`config.mk`:
```
export PLATFORM = sky130hd
export DESIGN_NAME = fib_datapath_flat
export DESIGN_NICKNAME = d
export VERILOG_FILES = /design/src/rtl/fib_datapath_if.sv /design/src/rtl/fib_datapath.sv /design/src/flat_wrapper.sv
export SDC_FILE = /design/constraint.sdc
export NUM_CORES = 1
export LEC_CHECK = 0
export ABC_AREA = 0
export ABC_CLOCK_PERIOD_IN_PS = 10800
export BUFFER_PORTS_ARGS = -buffer_cell sky130_fd_sc_hd__buf_2
export CAP_MARGIN = 20
export CORE_UTILIZATION = 65
export CTS_CLUSTER_DIAMETER = 120
export DETAILED_ROUTE_END_ITERATION = 6
export HOLD_SLACK_MARGIN = 0.1
export PLACE_DENSITY_LB_ADDON = 0.25
export SYNTH_ARGS = -nofsm -noshare
export SYNTH_HDL_FRONTEND = slang
export SYNTH_SLANG_ARGS = --single-unit
```
`constraint.sdc`:
```
create_clock -name clk -period 10.8 [get_ports clk]
set_input_delay 0 -clock clk [delete_from_list [all_inputs] [get_ports clk]]
set_output_delay 0 -clock clk [all_outputs]
set_load 0.005 [all_outputs]
```
`src/rtl/fib_datapath_if.sv`:
```
// Control-word / result bundle between the Fibonacci sequencing FSM (master) and fib_datapath (slave).
// Purely structural: no storage and no handshake; the FSM issues one control word every cycle.
interface fib_datapath_if #(
    parameter int DATA_W   = 16,
    parameter int NUM_REGS = 16,
    parameter int IDX_W    = $clog2(NUM_REGS)
);
    logic [NUM_REGS-1:0] wEnable;
    logic [DATA_W-1:0]   Imm_in;
    logic [7:0]          opcode;
    logic [IDX_W-1:0]    Rdest_sel;
    logic [IDX_W-1:0]    Rsrc_sel;
    logic                Imm_sel;
    logic [4:0]          Flags_out;
    logic [DATA_W-1:0]   alu_out;
    logic [DATA_W-1:0]   seq_out;

    modport master (
        output wEnable, Imm_in, opcode, Rdest_sel, Rsrc_sel, Imm_sel,
        input  Flags_out, alu_out, seq_out
    );

    modport slave (
        input  wEnable, Imm_in, opcode, Rdest_sel, Rsrc_sel, Imm_sel,
        output Flags_out, alu_out, seq_out
    );
endinterface

```
`src/rtl/fib_datapath.sv`:
```
// Register file + ALU for the Fibonacci FSM; alu_out/Flags_out are 0-cycle, writes land on the next edge,
// seq_out mirrors R[OUT_REG] one edge later; no backpressure. DP_DEBUG_PORT_EN adds dbg_sel/dbg_data.
module fib_datapath #(
    parameter int DATA_W   = 16,
    parameter int NUM_REGS = 16,
    parameter int OUT_REG  = 5,
    parameter int IDX_W    = $clog2(NUM_REGS)
) (
    input  logic            clk,
    input  logic            reset_n,
    fib_datapath_if.slave   bus
`ifdef DP_DEBUG_PORT_EN
    ,
    input  logic [IDX_W-1:0]  dbg_sel,
    output logic [DATA_W-1:0] dbg_data
`endif
);

    localparam logic [7:0] OP_NOP   = 8'h00;
    localparam logic [7:0] OP_AND   = 8'h01;
    localparam logic [7:0] OP_OR    = 8'h02;
    localparam logic [7:0] OP_XOR   = 8'h03;
    localparam logic [7:0] OP_ADD   = 8'h05;
    localparam logic [7:0] OP_ADDU  = 8'h06;
    localparam logic [7:0] OP_ADDUI = 8'h60;
    localparam logic [7:0] OP_SUB   = 8'h09;
    localparam logic [7:0] OP_CMP   = 8'h0B;
    localparam logic [7:0] OP_MOV   = 8'h0D;

    localparam int MSB = DATA_W - 1;

    logic [DATA_W-1:0] r_regs [NUM_REGS];
    logic [4:0]        r_flags;
    logic [DATA_W-1:0] r_seq;

    logic [DATA_W-1:0] w_a;
    logic [DATA_W-1:0] w_b;
    logic [DATA_W:0]   w_sum;
    logic [DATA_W:0]   w_diff;
    logic              w_is_sub;
    logic [DATA_W-1:0] w_arith;
    logic              w_flag_c;
    logic              w_flag_f;
    logic              w_flag_z;
    logic              w_flag_n;
    logic              w_flag_l;
    logic [4:0]        w_flags;
    logic [DATA_W-1:0] w_result;
    logic              w_write;
    logic              w_flag_upd;

    // Operands are read from the pre-edge register state, so R3=R3+1 sees the old R3.
    assign w_a = r_regs[bus.Rdest_sel];
    assign w_b = bus.Imm_sel ? r_regs[bus.Rsrc_sel] : bus.Imm_in;

    assign w_sum  = {1'b0, w_a} + {1'b0, w_b};
    assign w_diff = {1'b0, w_a} - {1'b0, w_b};

    assign w_is_sub = (bus.opcode == OP_SUB) || (bus.opcode == OP_CMP);
    assign w_arith  = w_is_sub ? w_diff[MSB:0] : w_sum[MSB:0];

    // Carry for adds, borrow for subtracts; bit DATA_W of the difference is exactly A<B unsigned.
    assign w_flag_c = w_is_sub ? w_diff[DATA_W] : w_sum[DATA_W];
    assign w_flag_f = w_is_sub ? ((w_a[MSB] != w_b[MSB]) && (w_arith[MSB] != w_a[MSB]))
                               : ((w_a[MSB] == w_b[MSB]) && (w_arith[MSB] != w_a[MSB]));
    assign w_flag_z = (w_arith == '0);
    assign w_flag_n = ($signed(w_a) < $signed(w_b));
    assign w_flag_l = (w_a < w_b);
    assign w_flags  = {w_flag_l, w_flag_n, w_flag_z, w_flag_f, w_flag_c};

    always_comb begin
        w_result   = '0;
        w_write    = 1'b0;
        w_flag_upd = 1'b0;
        case (bus.opcode)
            OP_NOP: begin
                w_result = '0;
            end
            OP_AND: begin
                w_result = w_a & w_b;
                w_write  = 1'b1;
            end
            OP_OR: begin
                w_result = w_a | w_b;
                w_write  = 1'b1;
            end
            OP_XOR: begin
                w_result = w_a ^ w_b;
                w_write  = 1'b1;
            end
            OP_ADD, OP_ADDU, OP_ADDUI: begin
                w_result   = w_sum[MSB:0];
                w_write    = 1'b1;
                w_flag_upd = 1'b1;
            end
            OP_SUB: begin
                w_result   = w_diff[MSB:0];
                w_write    = 1'b1;
                w_flag_upd = 1'b1;
            end
            OP_CMP: begin
                w_result   = w_diff[MSB:0];
                w_flag_upd = 1'b1;
            end
            OP_MOV: begin
                w_result = w_b;
                w_write  = 1'b1;
            end
            default: begin
                w_result = '0;
            end
        endcase
    end

    // Fresh flags are bypassed so the FSM can branch in the same cycle it issues CMP.
    assign bus.Flags_out = w_flag_upd ? w_flags : r_flags;
    assign bus.alu_out   = w_result;
    assign bus.seq_out   = r_seq;

    always_ff @(posedge clk or negedge reset_n) begin
        if (!reset_n) begin
            for (int k = 0; k < NUM_REGS; k++) begin
                r_regs[k] <= '0;
            end
        end else begin
            for (int k = 0; k < NUM_REGS; k++) begin
                if (w_write && bus.wEnable[k]) begin
                    r_regs[k] <= w_result;
                end
            end
        end
    end

    always_ff @(posedge clk or negedge reset_n) begin
        if (!reset_n) begin
            r_flags <= '0;
            r_seq   <= '0;
        end else begin
            if (w_flag_upd) begin
                r_flags <= w_flags;
            end
            r_seq <= r_regs[OUT_REG];
        end
    end

`ifdef DP_DEBUG_PORT_EN
    assign dbg_data = r_regs[dbg_sel];
`endif

endmodule
```
`src/flat_wrapper.sv`:
```
// flat-port wrapper written by rule: the top's interface ports become plain ports
module fib_datapath_flat 
#(
    parameter int DATA_W   = 16,
    parameter int NUM_REGS = 16,
    parameter int OUT_REG  = 5,
    parameter int IDX_W    = $clog2(NUM_REGS)
)
  (clk, reset_n, bus_wEnable, bus_Imm_in, bus_opcode, bus_Rdest_sel, bus_Rsrc_sel, bus_Imm_sel, bus_Flags_out, bus_alu_out, bus_seq_out);
  fib_datapath_if #(.DATA_W(DATA_W), .NUM_REGS(NUM_REGS), .IDX_W(IDX_W)) bus_i ();
  input  logic clk;
  input  logic reset_n;
  input wire logic [$bits(bus_i.wEnable)-1:0] bus_wEnable;
  input wire logic [$bits(bus_i.Imm_in)-1:0] bus_Imm_in;
  input wire logic [$bits(bus_i.opcode)-1:0] bus_opcode;
  input wire logic [$bits(bus_i.Rdest_sel)-1:0] bus_Rdest_sel;
  input wire logic [$bits(bus_i.Rsrc_sel)-1:0] bus_Rsrc_sel;
  input wire logic [$bits(bus_i.Imm_sel)-1:0] bus_Imm_sel;
  output wire logic [$bits(bus_i.Flags_out)-1:0] bus_Flags_out;
  output wire logic [$bits(bus_i.alu_out)-1:0] bus_alu_out;
  output wire logic [$bits(bus_i.seq_out)-1:0] bus_seq_out;
  assign bus_i.wEnable = bus_wEnable;
  assign bus_i.Imm_in = bus_Imm_in;
  assign bus_i.opcode = bus_opcode;
  assign bus_i.Rdest_sel = bus_Rdest_sel;
  assign bus_i.Rsrc_sel = bus_Rsrc_sel;
  assign bus_i.Imm_sel = bus_Imm_sel;
  assign bus_Flags_out = bus_i.Flags_out;
  assign bus_alu_out = bus_i.alu_out;
  assign bus_seq_out = bus_i.seq_out;
  fib_datapath #(.DATA_W(DATA_W), .NUM_REGS(NUM_REGS), .OUT_REG(OUT_REG), .IDX_W(IDX_W)) u_core (.clk(clk), .reset_n(reset_n), .bus(bus_i));
endmodule
```
==> key figures, run 1 <==
Placement
  – Pre-CTS setup slack: 4.866 ns
  – Global placement routability congestion: 0.9660
  – Port Buf Inserts: 87
  – Placed inst area: 0.01710 mm2
  – DP Wirelength: 29430 um

Clocking
  – CTS sink cnt: 277
  – Count of instances resized after the clock tree is built: 0
  – TritonCTS buffer count: 30
  – Clock slew at reported path FFs: 0.06 ns
  – CTS tree: yes
  – H-Tree Level Count: 1
  – Root Buffer: sky130_fd_sc_hd__clkbuf_16
  – Worst-Skew Late Latency: 0.56 ns
  – Maximum buffer depth of the clock tree: 3

Floorplanning
  – Die W: 162.4 um
  – Top-level I/O count: 88
  – Die ar.: 0.02636 mm2
  – Starting density of the core: 66.37%
  – Die boundary height: 162.4 um
  – Total number of placement rows: 58
  – Core area: 0.02518 mm2

Route
  – Number of remaining DRC errors: 0
  – Post-detailed-routing wire length: 47620 um
  – Post-detailed-route count of antenna-violating nets: 0
  – Via count normalized by instance count: 6.914
  – DR WL/cell: 25.40 um
  – Iter 0 DRT Violations: 1449
  – Vias: 12960
  – Number of iterations in the first detailed-routing pass: 5

Timing
  – Max-slew violation count: 0
  – Worst slew margin: 10.61%
  – Timing-limited maximum frequency: 163.4 MHz
  – Maximum clock skew at final layout: 0.01357 ns
  – TNS Setup: 0 ns
  – Number of endpoints failing setup at the final stage: 0
  – Post-route clock period utilization: 56.68%
  – Final worst-path setup slack: 4.678 ns
  – Transition time at the pin with the least slew margin: 1.341 ns
  – Hold violation count in the final report: 0
  – Final min period: 6.122 ns
  – Setup repair after global routing missed its margin: false

Pwr
  – Maximum vdd ir drop: 124.0 uV
  – Total power draw: 0.002430 W
  – Power density over the cells: 132.4 mW/mm2
  – Leakage power: 8.211 nW

Yosys
  – Area leader, netlist: sky130_fd_sc_hd__dfrtp_1
  – Post-synth top area share: 41.47%
  – Avg Cell Area, Syn: 11.28 um2
  – Cells taking the most area after synthesis: sky130_fd_sc_hd__dfrtp_1 (41%), sky130_fd_sc_hd__mux4_2 (19%), sky130_fd_sc_hd__o21ai_0 (6.4%), sky130_fd_sc_hd__nand2_1 (6.0%), sky130_fd_sc_hd__ha_1 (3.6%)
  – Post-synthesis cell count: 1482
  – Yosys reg bits: 277
  – Cell area after technology mapping: 0.01671 mm2
  – Number of enable flip-flop cells after synthesis: 0
  – Synth cell types: 79
  – Number of nets produced by synthesis: 1583
  – Ys flop type: sky130_fd_sc_hd__dfrtp_1
  – Synthesis Warnings: 0
  – Sequential area share after synthesis: 41.47%
  – Share of synthesized registers carrying an async set or reset: 100.0%

Finish
  – Antenna fix cells: 0
  – Final Cell Area: 0.01835 mm2
  – Count of fill cells added during filler insertion: 1654
  – Proportion of layout cells with a drive suffix above 1: 24.21%
  – # nets final: 1626
  – Footprint of the flip-flops and latches: 0.006932 mm2
  – Multi-input logic area: 0.008871 mm2
  – Fraction of the core area covered by cells at the end of the flow: 72.89%
  – Layout overhead on the synthesized area: 9.815%

Min path
  – Tightest Hold Check Type: in -> async

Worst setup path
  – Critical-path top delay cell: sky130_fd_sc_hd__a221oi_2
  – Critical path required time: 10.80 ns
  – Family with the most delay on the worst path: compound AO/OA/AOI/OAI gates
  – Worst-path cell chain: buf_4, buf_4, mux4_1, mux4_2, mux2_2, inv_1, ha_1, o21ai_0, o21ai_0, a21boi_0, o21bai_1, xnor2_1, a221oi_2, inv_1, buf_2
  – Type of the worst setup path: in -> out
  – Type of destination of the critical path: output pin
  – Critical Path Fanout Max: 39
  – CP Buf/Inv Count: 5
  – Critical path's largest stage delay: 0.89 ns
  – Worst endpoint data arrival time: 6.12 ns
  – Startpoint types: primary input

Global routing
  – Antenna violations before repair: 1
  – Total gr overflow: 0
  – First-pass GRT wire length: 73950 um
  – Largest net degree at the start of global routing: 127
  – Via count of the first global-routing pass: 12960
  – Tot GR Track Use: 37.58%

Job
  – # Max-Cap Violations: 0

Outcome
  – Outcome: finished, final reports clean
-- sequential cells by signal (all words and copies together), names as in the netlist --
register            count
u_core.r_regs         256
u_core.r_flags          5
u_core.bus.seq_out     16
-- layer usage --
metal  track usage [%]  routed length, um  up-vias
li1                  -                  -     5527
met1             54.51              19350     6542
met2             56.10              21670      744
met3             8.785               4912      148
met4             13.77               1669        2
met5                 0                 14        -
-- cells in the mapped netlist (6+ instances only) --
| master | number |
|---|---|
| sky130_fd_sc_hd__a21o_1 | 9 |
| sky130_fd_sc_hd__dlygate4sd3_1 | 7 |
| sky130_fd_sc_hd__buf_1 | 10 |
| sky130_fd_sc_hd__inv_1 | 56 |
| sky130_fd_sc_hd__nand2b_1 | 8 |
| sky130_fd_sc_hd__a221oi_1 | 9 |
| sky130_fd_sc_hd__a31oi_1 | 6 |
| sky130_fd_sc_hd__buf_2 | 19 |
| sky130_fd_sc_hd__mux4_1 | 17 |
| sky130_fd_sc_hd__o211ai_1 | 7 |
| sky130_fd_sc_hd__ha_1 | 48 |
| sky130_fd_sc_hd__buf_6 | 8 |
| sky130_fd_sc_hd__xnor2_1 | 14 |
| sky130_fd_sc_hd__buf_4 | 6 |
| sky130_fd_sc_hd__mux2_2 | 40 |
| sky130_fd_sc_hd__o22ai_1 | 8 |
| sky130_fd_sc_hd__o21ai_0 | 213 |
| sky130_fd_sc_hd__nor2_1 | 37 |
| sky130_fd_sc_hd__dfrtp_1 | 277 |
| sky130_fd_sc_hd__clkbuf_1 | 68 |
| sky130_fd_sc_hd__mux4_2 | 142 |
| sky130_fd_sc_hd__a21oi_1 | 22 |
| sky130_fd_sc_hd__mux2i_1 | 10 |
| sky130_fd_sc_hd__o21bai_1 | 6 |
| sky130_fd_sc_hd__nand2_1 | 268 |
| sky130_fd_sc_hd__o21ai_1 | 34 |
| sky130_fd_sc_hd__o31ai_1 | 7 |
-- where the power goes --
part / leakage (nW) / internal, W / total [W] / switching (W)
sequential: 3.85 / 0.00106 / 0.00108 / 0.0000188
clock: 0.498 / 0.000643 / 0.00107 / 0.000426
combinational: 3.86 / 0.000111 / 0.000277 / 0.000167
-- layout make-up --
cell class	instances	share of cell area (%)
multi-input combinational	1020	48.33
sequential	277	37.77
timing repair buffer	137	4.895
clock buffer	40	4.629
tap	330	2.250
inverter	59	1.207
clock inverter	12	0.9203
-- worst register-to-register path: stages, from the launching register on --
cell and delay (ns):
sky130_fd_sc_hd__dfrtp_1 0.39, sky130_fd_sc_hd__mux4_1 0.51, sky130_fd_sc_hd__mux4_2 0.50, sky130_fd_sc_hd__mux2_2 0.32, sky130_fd_sc_hd__inv_1 0.09, sky130_fd_sc_hd__ha_1 0.35, sky130_fd_sc_hd__o21ai_0 0.44, sky130_fd_sc_hd__o21ai_0 0.17
sky130_fd_sc_hd__a21boi_0 0.61, sky130_fd_sc_hd__o21bai_1 0.22, sky130_fd_sc_hd__xnor2_1 0.21, sky130_fd_sc_hd__a221oi_2 0.89, sky130_fd_sc_hd__o21ai_0 0.26
-- stage by stage --
step	hold slack [ns]	std cells
floorplan	-0.2956	1482
global placement	0.1488	1801
detailed placement	0.1666	1801
CTS	0.1203	1871
global route	0.1348	1875
finish	0.1119	1875
-- path summary, 6_finish.rpt --
check / start / to / slack [ns] / cells after the start
max reg2reg: u_core.r_regs[34] / u_core.r_regs[27] / 5.65 / 12
max: bus_Rsrc_sel[0] / bus_alu_out[11] / 4.68 / 15
min: reset_n / u_core.r_regs[63] / 0.11 / 2
min in group clk: bus_Imm_in[2] / u_core.r_regs[130] / 0.13 / 4
max in group asynchronous: reset_n / u_core.r_regs[156] / 9.24 / 3
min reg2reg: u_core.r_regs[170] / u_core.bus.seq_out[10] / 0.43 / 0
-- kinds of logic (layout without fill, tap and decap cells) --
logic type	Yosys count	after routing	share of synthesized area, %
fa+ha+maj	50	50	3.833
mux	211	211	25.39
flops	277	277	41.47
compound gates	373	373	13.63
xor+xnor	17	17	0.8909
simple gates	369	369	9.343
buf+inv	185	248	5.450
-- placed cells by master, fill, tap and decap left out, types with 31 or more instances in the layout --
master and instances:
sky130_fd_sc_hd__mux4_2 142, sky130_fd_sc_hd__ha_1 48, sky130_fd_sc_hd__mux2_2 40, sky130_fd_sc_hd__dfrtp_1 277, sky130_fd_sc_hd__o21ai_0 213, sky130_fd_sc_hd__buf_2 84, sky130_fd_sc_hd__nand2_1 268, sky130_fd_sc_hd__o21ai_1 34
sky130_fd_sc_hd__buf_4 31, sky130_fd_sc_hd__clkbuf_16 31, sky130_fd_sc_hd__nor2_1 37, sky130_fd_sc_hd__inv_1 56
-- timing repair --
item / 4_1_cts / 5_1_grt
endpoints found under the hold margin: 349 / 0
hold buffers: 18 / 0
setup buffers: 0 / 0
Note: power is estimated with default switching activity, not from simulation.
==> inputs of run 2 (changes only) <==
--- a/config.mk
+++ b/config.mk
@@ -6,10 +6,10 @@
 export NUM_CORES = 1
 export LEC_CHECK = 0
 export ABC_AREA = 0
-export ABC_CLOCK_PERIOD_IN_PS = 10800
+export ABC_CLOCK_PERIOD_IN_PS = 5300
 export BUFFER_PORTS_ARGS = -buffer_cell sky130_fd_sc_hd__buf_2
 export CAP_MARGIN = 20
-export CORE_UTILIZATION = 65
+export CORE_UTILIZATION = 56
 export CTS_CLUSTER_DIAMETER = 120
 export DETAILED_ROUTE_END_ITERATION = 6
 export HOLD_SLACK_MARGIN = 0.1
==> constraint.sdc (replaced) <==
create_clock -name clk -period 5.3 [get_ports clk]
set_input_delay 0 -clock clk [delete_from_list [all_inputs] [get_ports clk]]
set_output_delay 0 -clock clk [all_outputs]
set_load 0.005 [all_outputs]
==> run 2 against run 1 <==
Final cell count increased by 4.9%; via count shrank 1.3%; register-to-register slack got worse by 5.2 ns; largest cell class unchanged; design area is 2.7% higher; critical path depth shrank 1; worst hold slack got worse by 0.020 ns; global-route usage decreased by 5.0 points; clock skew up 0.028 ns; worst setup slack worse by 4.5 ns; first-iteration DRC count shrank 16%; total power rose by 110%; critical path type is now reg -> out; combinational power increased by 110%.
==> key figures, run 2 (same netlist as run 1, synthesis figures left out) <==
Outcome
  – Outcome: finished, final reports clean

Finish
  – Proportion of layout cells with a drive suffix above 1: 26.28%
  – Largest register by flop count: u_core.r_regs
  – Most frequent standard cell in the layout excluding fill and tap cells: sky130_fd_sc_hd__dfrtp_1
  – Layout overhead on the synthesized area: 12.79%
  – Number of flip-flops under the largest register name: 256
  – # nets final: 1660
  – Multi-input logic area: 0.008905 mm2
  – Footprint of the flip-flops and latches: 0.006932 mm2
  – Finished Layout Cells: 1967
  – Antenna fix cells: 0
  – Count of fill cells added during filler insertion: 2234
  – Commonest cells after routing, fill and taps aside: sky130_fd_sc_hd__dfrtp_1 (277), sky130_fd_sc_hd__nand2_1 (268), sky130_fd_sc_hd__o21ai_0 (209), sky130_fd_sc_hd__mux4_2 (142), sky130_fd_sc_hd__buf_2 (84)

Clocking
  – TritonCTS buffer count: 30
  – Maximum buffer depth of the clock tree: 3
  – CTS tree: yes
  – CTS sink cnt: 277
  – Root Buffer: sky130_fd_sc_hd__clkbuf_16
  – H-Tree Level Count: 1
  – Clock slew at reported path FFs: 0.07 ns
  – Worst-Skew Late Latency: 0.60 ns

Placement
  – Port Buf Inserts: 87
  – Number of placed instances, taps included: 1884
  – Global placement routability congestion: 0.9659
  – Pre-CTS setup slack: 0.4172 ns
  – DP Wirelength: 31290 um

Pwr
  – Power density over the cells: 273.6 mW/mm2
  – Leakage power: 8.440 nW
  – Maximum vdd ir drop: 283.6 uV
  – Total power draw: 0.005157 W

Worst setup path
  – Startpoint types: register
  – Flop-to-flop setup slack: 0.46 ns
  – Endpoint of the worst register-to-register path: u_core.r_regs[78]
  – Critical Path Fanout Max: 9
  – Logic depth of the worst register-to-register path: 14
  – Type of destination of the critical path: output pin
  – Critical path required time: 5.30 ns
  – Startpoint of the worst register-to-register path: u_core.r_regs[160]
  – Worst endpoint data arrival time: 5.14 ns
  – Type of the worst setup path: reg -> out

Timing
  – Final min period: 5.145 ns
  – Worst slew margin: 28.08%
  – Setup repair after global routing missed its margin: false
  – Maximum clock skew at final layout: 0.04158 ns
  – Final worst-path setup slack: 0.1551 ns
  – TNS Setup: 0 ns
  – Timing-limited maximum frequency: 194.4 MHz
  – Number of endpoints failing setup at the final stage: 0
  – Hold violation count in the final report: 0
  – Max-slew violation count: 0
  – Post-route clock period utilization: 97.07%
  – Transition time at the pin with the least slew margin: 1.079 ns

Global routing
  – Largest net degree at the start of global routing: 159
  – Antenna violations before repair: 1
  – First-pass GRT wire length: 74910 um
  – Via count of the first global-routing pass: 12970
  – Tot GR Track Use: 32.56%
  – Total gr overflow: 0

Floorplanning
  – Top-level I/O count: 88
  – Die boundary height: 174.8 um
  – Core area: 0.02901 mm2
  – Starting density of the core: 57.61%
  – Die W: 174.8 um
  – Die ar.: 0.03054 mm2
  – Total number of placement rows: 62

Job
  – # Max-Cap Violations: 0

Route
  – Number of remaining DRC errors: 0
  – Iter 0 DRT Violations: 1222
  – Post-detailed-route count of antenna-violating nets: 0
  – DR WL/cell: 24.53 um
  – Post-detailed-routing wire length: 48240 um
  – Vias: 12800
  – Number of iterations in the first detailed-routing pass: 6
  – Via count normalized by instance count: 6.506

Min path
  – Tightest Hold Check Type: in -> async
==> run 2: cell types whose count changed in the layout (fill, tap and decap cells not counted), sizes merged <==
cell         change
clkinvlp         -2
clkinv           +1
inv              +1
buf             +32
clkbuf           +1
dlygate4sd3      +2
bufinv           +3
==> run 2: metrics by stage <==
stage               cell area (um2)  hold WS, ns  utilization, %
finish                        18850      0.09231           64.98
global route                  18850       0.1619           64.98
CTS                           18760       0.1029           64.68
detailed placement            17430       0.1552           60.09
global placement              17430       0.1429           60.09
floorplan                     16710      -0.2956               -
==> run 2: metal layers <==
| metal | vias up | routed length (um) | GRT usage (%) |
|---|---|---|---|
| met5 | - | 0 | 0 |
| met4 | 0 | 1623 | 11.63 |
| met3 | 125 | 5104 | 8.225 |
| met2 | 672 | 22220 | 49.98 |
| met1 | 6396 | 19300 | 45.34 |
| li1 | 5605 | - | - |
==> run 2: area by class of cell <==
class	count	area share, %
multi-input cells	1020	47.24
flip-flops and latches	277	36.77
repair buffers	171	6.305
clock buffers	41	4.467
well taps	384	2.549
clock inverters	15	1.500
inverters	59	1.175
==> run 2: worst max path at each step <==
stage | from | to | slack, ns
3_5_place_dp | bus_Rsrc_sel[0] | u_core.r_regs[30] | 0.42
6_report | u_core.r_regs[160] | bus_alu_out[14] | 0.16
5_1_grt | u_core.r_regs[160] | bus_Flags_out[2] | 0.03
3_3_place_gp | bus_Rdest_sel[0] | u_core.r_regs[175] | 0.50
2_1_floorplan | bus_Rdest_sel[0] | u_core.r_regs[110] | 0.49
4_1_cts | u_core.r_regs[160] | bus_alu_out[14] | 0.03
==> run 2: what timing repair did <==
action | 4_1_cts | 5_1_grt
hold buffers | 20 | 0
gates resized for setup | 2 | 12
pin swaps | 0 | 1
cloned | 0 | 0
setup buffers | 0 | 6
endpoints found under the hold margin | 339 | 0
setup endpoints to repair | 2 | 5
==> run 2: power by group <==
group / internal [W] / switching, W
Clock: 0.00146 / 0.000906
Combinational: 0.000243 / 0.000342
Sequential: 0.00217 / 0.0000387
Total: 0.00387 / 0.00129
==> run 2: worst max-delay path: stages, from the launching register on <==
cell and delay (ns):
sky130_fd_sc_hd__dfrtp_1 0.41, sky130_fd_sc_hd__mux4_1 0.51, sky130_fd_sc_hd__mux4_2 0.47, sky130_fd_sc_hd__mux2_2 0.33, sky130_fd_sc_hd__ha_1 0.28, sky130_fd_sc_hd__fa_2 0.46
sky130_fd_sc_hd__a211oi_2 0.28, sky130_fd_sc_hd__or2_2 0.16, sky130_fd_sc_hd__a31oi_1 0.16, sky130_fd_sc_hd__o31a_1 0.33, sky130_fd_sc_hd__or3_1 0.38, sky130_fd_sc_hd__a32oi_2 0.27
sky130_fd_sc_hd__o211ai_4 0.18, sky130_fd_sc_hd__buf_4 0.21, sky130_fd_sc_hd__buf_2 0.12
==> inputs of run 3 (changes only) <==
--- a/config.mk
+++ b/config.mk
@@ -7,11 +7,11 @@
 export LEC_CHECK = 0
 export ABC_AREA = 0
 export ABC_CLOCK_PERIOD_IN_PS = 5300
-export BUFFER_PORTS_ARGS = -buffer_cell sky130_fd_sc_hd__buf_2
 export CAP_MARGIN = 20
-export CORE_UTILIZATION = 56
+export CORE_UTILIZATION = 59
 export CTS_CLUSTER_DIAMETER = 120
 export DETAILED_ROUTE_END_ITERATION = 6
+export DONT_BUFFER_PORTS = 1
 export HOLD_SLACK_MARGIN = 0.1
 export PLACE_DENSITY_LB_ADDON = 0.25
 export SYNTH_ARGS = -nofsm -noshare
==> run 3 against run 2 <==
Non-clock buffer count is 113 lower; the flow now finishes with violations (hold timing); wire length shrank 4.6%; clock skew fell by 0.027 ns; final cell count fell by 6.3%; sequential power about the same; utilization shrank 0.49 points.
==> key figures, run 3 (same netlist as run 1, synthesis figures left out) <==
Outcome
  – Outcome: finished with violations
  – Failing checks: hold timing

Finish
  – Layout overhead on the synthesized area: 7.486%
  – Most frequent standard cell in the layout excluding fill and tap cells: sky130_fd_sc_hd__dfrtp_1
  – Number of flip-flops under the largest register name: 256
  – Largest register by flop count: u_core.r_regs
  – Proportion of layout cells with a drive suffix above 1: 19.47%
  – # nets final: 1546
  – Fraction of the core area covered by cells at the end of the flow: 64.49%
  – Commonest cells after routing, fill and taps aside: sky130_fd_sc_hd__dfrtp_1 (277), sky130_fd_sc_hd__nand2_1 (268), sky130_fd_sc_hd__o21ai_0 (211), sky130_fd_sc_hd__mux4_2 (142), sky130_fd_sc_hd__inv_1 (56)
  – Count of fill cells added during filler insertion: 2160
  – Final Cell Area: 0.01796 mm2

Route
  – Number of iterations in the first detailed-routing pass: 6
  – DR WL/cell: 24.97 um
  – Post-detailed-routing wire length: 46030 um
  – Vias: 12280
  – Via count normalized by instance count: 6.665
  – Number of remaining DRC errors: 0
  – Post-detailed-route count of antenna-violating nets: 0
  – Iter 0 DRT Violations: 993

Placement
  – Placed inst area: 0.01673 mm2
  – DP Wirelength: 28440 um
  – Port Buf Inserts: 0
  – Global placement routability congestion: 0.9387

Clocking
  – Worst-Skew Late Latency: 0.57 ns
  – Clock slew at reported path FFs: 0.06 ns
  – TritonCTS buffer count: 29
  – Maximum buffer depth of the clock tree: 3
  – H-Tree Level Count: 1
  – CTS sink cnt: 277
  – Root Buffer: sky130_fd_sc_hd__clkbuf_16
  – Hold_buf cts: 28
  – CTS tree: yes
  – Post-CTS Setup Inserts: 0

Worst setup path
  – Startpoint types: register
  – Critical Path Fanout Max: 17
  – Type of the worst setup path: reg -> out
  – Logic depth of the worst register-to-register path: 13
  – Critical path required time: 5.30 ns
  – Worst endpoint data arrival time: 5.13 ns
  – Type of destination of the critical path: output pin

Timing
  – Post-route clock period utilization: 96.88%
  – TNS Setup: 0 ns
  – Timing-limited maximum frequency: 194.8 MHz
  – Final min period: 5.135 ns
  – Setup repair after global routing missed its margin: false
  – Hold violation count in the final report: 277
  – Number of endpoints failing setup at the final stage: 0
  – Maximum clock skew at final layout: 0.01463 ns
  – Final hold slack: -0.8647 ns
  – Worst slew margin: 31.67%
  – Transition time at the pin with the least slew margin: 1.025 ns
  – Max-slew violation count: 0

Floorplanning
  – Total number of placement rows: 61
  – Die ar.: 0.02901 mm2
  – Starting density of the core: 60.00%
  – Core area: 0.02786 mm2
  – Top-level I/O count: 88
  – Die boundary height: 170.3 um
  – Die W: 170.3 um

Min path
  – Tightest Hold Check Type: in -> async

Pwr
  – Leakage power: 7.804 nW
  – Maximum vdd ir drop: 277.1 uV
  – Power density over the cells: 259.2 mW/mm2
  – Total power draw: 0.004656 W

Job
  – # Max-Cap Violations: 0

Global routing
  – Largest net degree at the start of global routing: 278
  – First-pass GRT wire length: 71660 um
  – Antenna violations before repair: 3
  – Tot GR Track Use: 33.15%
  – Via count of the first global-routing pass: 12290
  – Total gr overflow: 0
## run 3: cell count changes in the layout (fill, tap and decap cells not counted), moves of 3 or more
cell                            previous run  this run
sky130_fd_sc_hd__buf_2                    84         0
sky130_fd_sc_hd__buf_12                    4         0
sky130_fd_sc_hd__buf_4                    61        30
sky130_fd_sc_hd__dlygate4sd3_1            20        28
sky130_fd_sc_hd__o21ai_1                  38        35
sky130_fd_sc_hd__bufinv_16                 7         2
## run 3: layout make-up
| cell class | count | area, um2 | area share (%) |
|---|---|---|---|
| clock buffers | 41 | 830.8 | 4.625 |
| repair buffers | 58 | 505.5 | 2.814 |
| flip-flops and latches | 277 | 6932 | 38.58 |
| inverters | 59 | 221.5 | 1.233 |
| multi-input cells | 1020 | 8882 | 49.44 |
| well taps | 378 | 473.0 | 2.633 |
| diodes | 1 | 2.502 | 0.01393 |
| clock inverters | 9 | 117.6 | 0.6547 |
## run 3: per-layer routing
layer  up-vias  GRT usage [%]  wire length [um]
li1       5383              -                 -
met1      6250          46.68             18990
met2       550          52.37             21500
met3        96          7.070              4146
met4         4          9.518              1371
met5         -              0                19
## run 3: final timing paths
kind                                    start               endpoint  slack (ns)
max in group asynchronous             reset_n     u_core.r_regs[236]        5.44
min reg2reg                u_core.r_regs[161]  u_core.bus.seq_out[1]        0.42
max                        u_core.r_regs[164]        bus_alu_out[15]        0.17
max reg2reg                u_core.r_regs[160]     u_core.r_regs[238]        0.37
min in group clk             bus_Rdest_sel[2]      u_core.r_flags[4]        0.14
min                                   reset_n      u_core.r_flags[4]       -0.86
## run 3: per-stage QoR
step	cells	setup WS, ns
floorplan	1482	0.4894
global placement	1764	0.4669
detailed placement	1764	0.4239
CTS	1842	0.08452
global route	1842	0.02696
finish	1843	0.1653
## run 3: worst max-delay path, cell delays in order, from the launching register on
cell,delay [ns]
sky130_fd_sc_hd__dfrtp_1,0.44
sky130_fd_sc_hd__mux4_2,0.50
sky130_fd_sc_hd__mux4_2,0.51
sky130_fd_sc_hd__mux2i_1,0.28
sky130_fd_sc_hd__dlygate4sd3_1,0.60
sky130_fd_sc_hd__inv_1,0.06
sky130_fd_sc_hd__ha_1,0.28
sky130_fd_sc_hd__nor3_1,0.27
sky130_fd_sc_hd__nor4_1,0.09
sky130_fd_sc_hd__a21boi_0,0.19
sky130_fd_sc_hd__buf_4,0.17
sky130_fd_sc_hd__o21bai_1,0.13
sky130_fd_sc_hd__a311oi_2,0.28
sky130_fd_sc_hd__a21oi_1,0.13
sky130_fd_sc_hd__o211ai_1,0.18
sky130_fd_sc_hd__buf_4,0.29
sky130_fd_sc_hd__buf_4,0.15
## run 3: where the power goes
part	switching, W	internal, W	leakage [nW]
clock	0.000849	0.00119	0.470
sequential	0.0000393	0.00217	3.85
combinational	0.000205	0.000206	3.48
total	0.00109	0.00356	7.80
## run 3: repair_timing
action                                  CTS  global route
endpoints found under the hold margin   533           277
endpoints found under the setup margin    0             3
gates resized for setup                   0             4
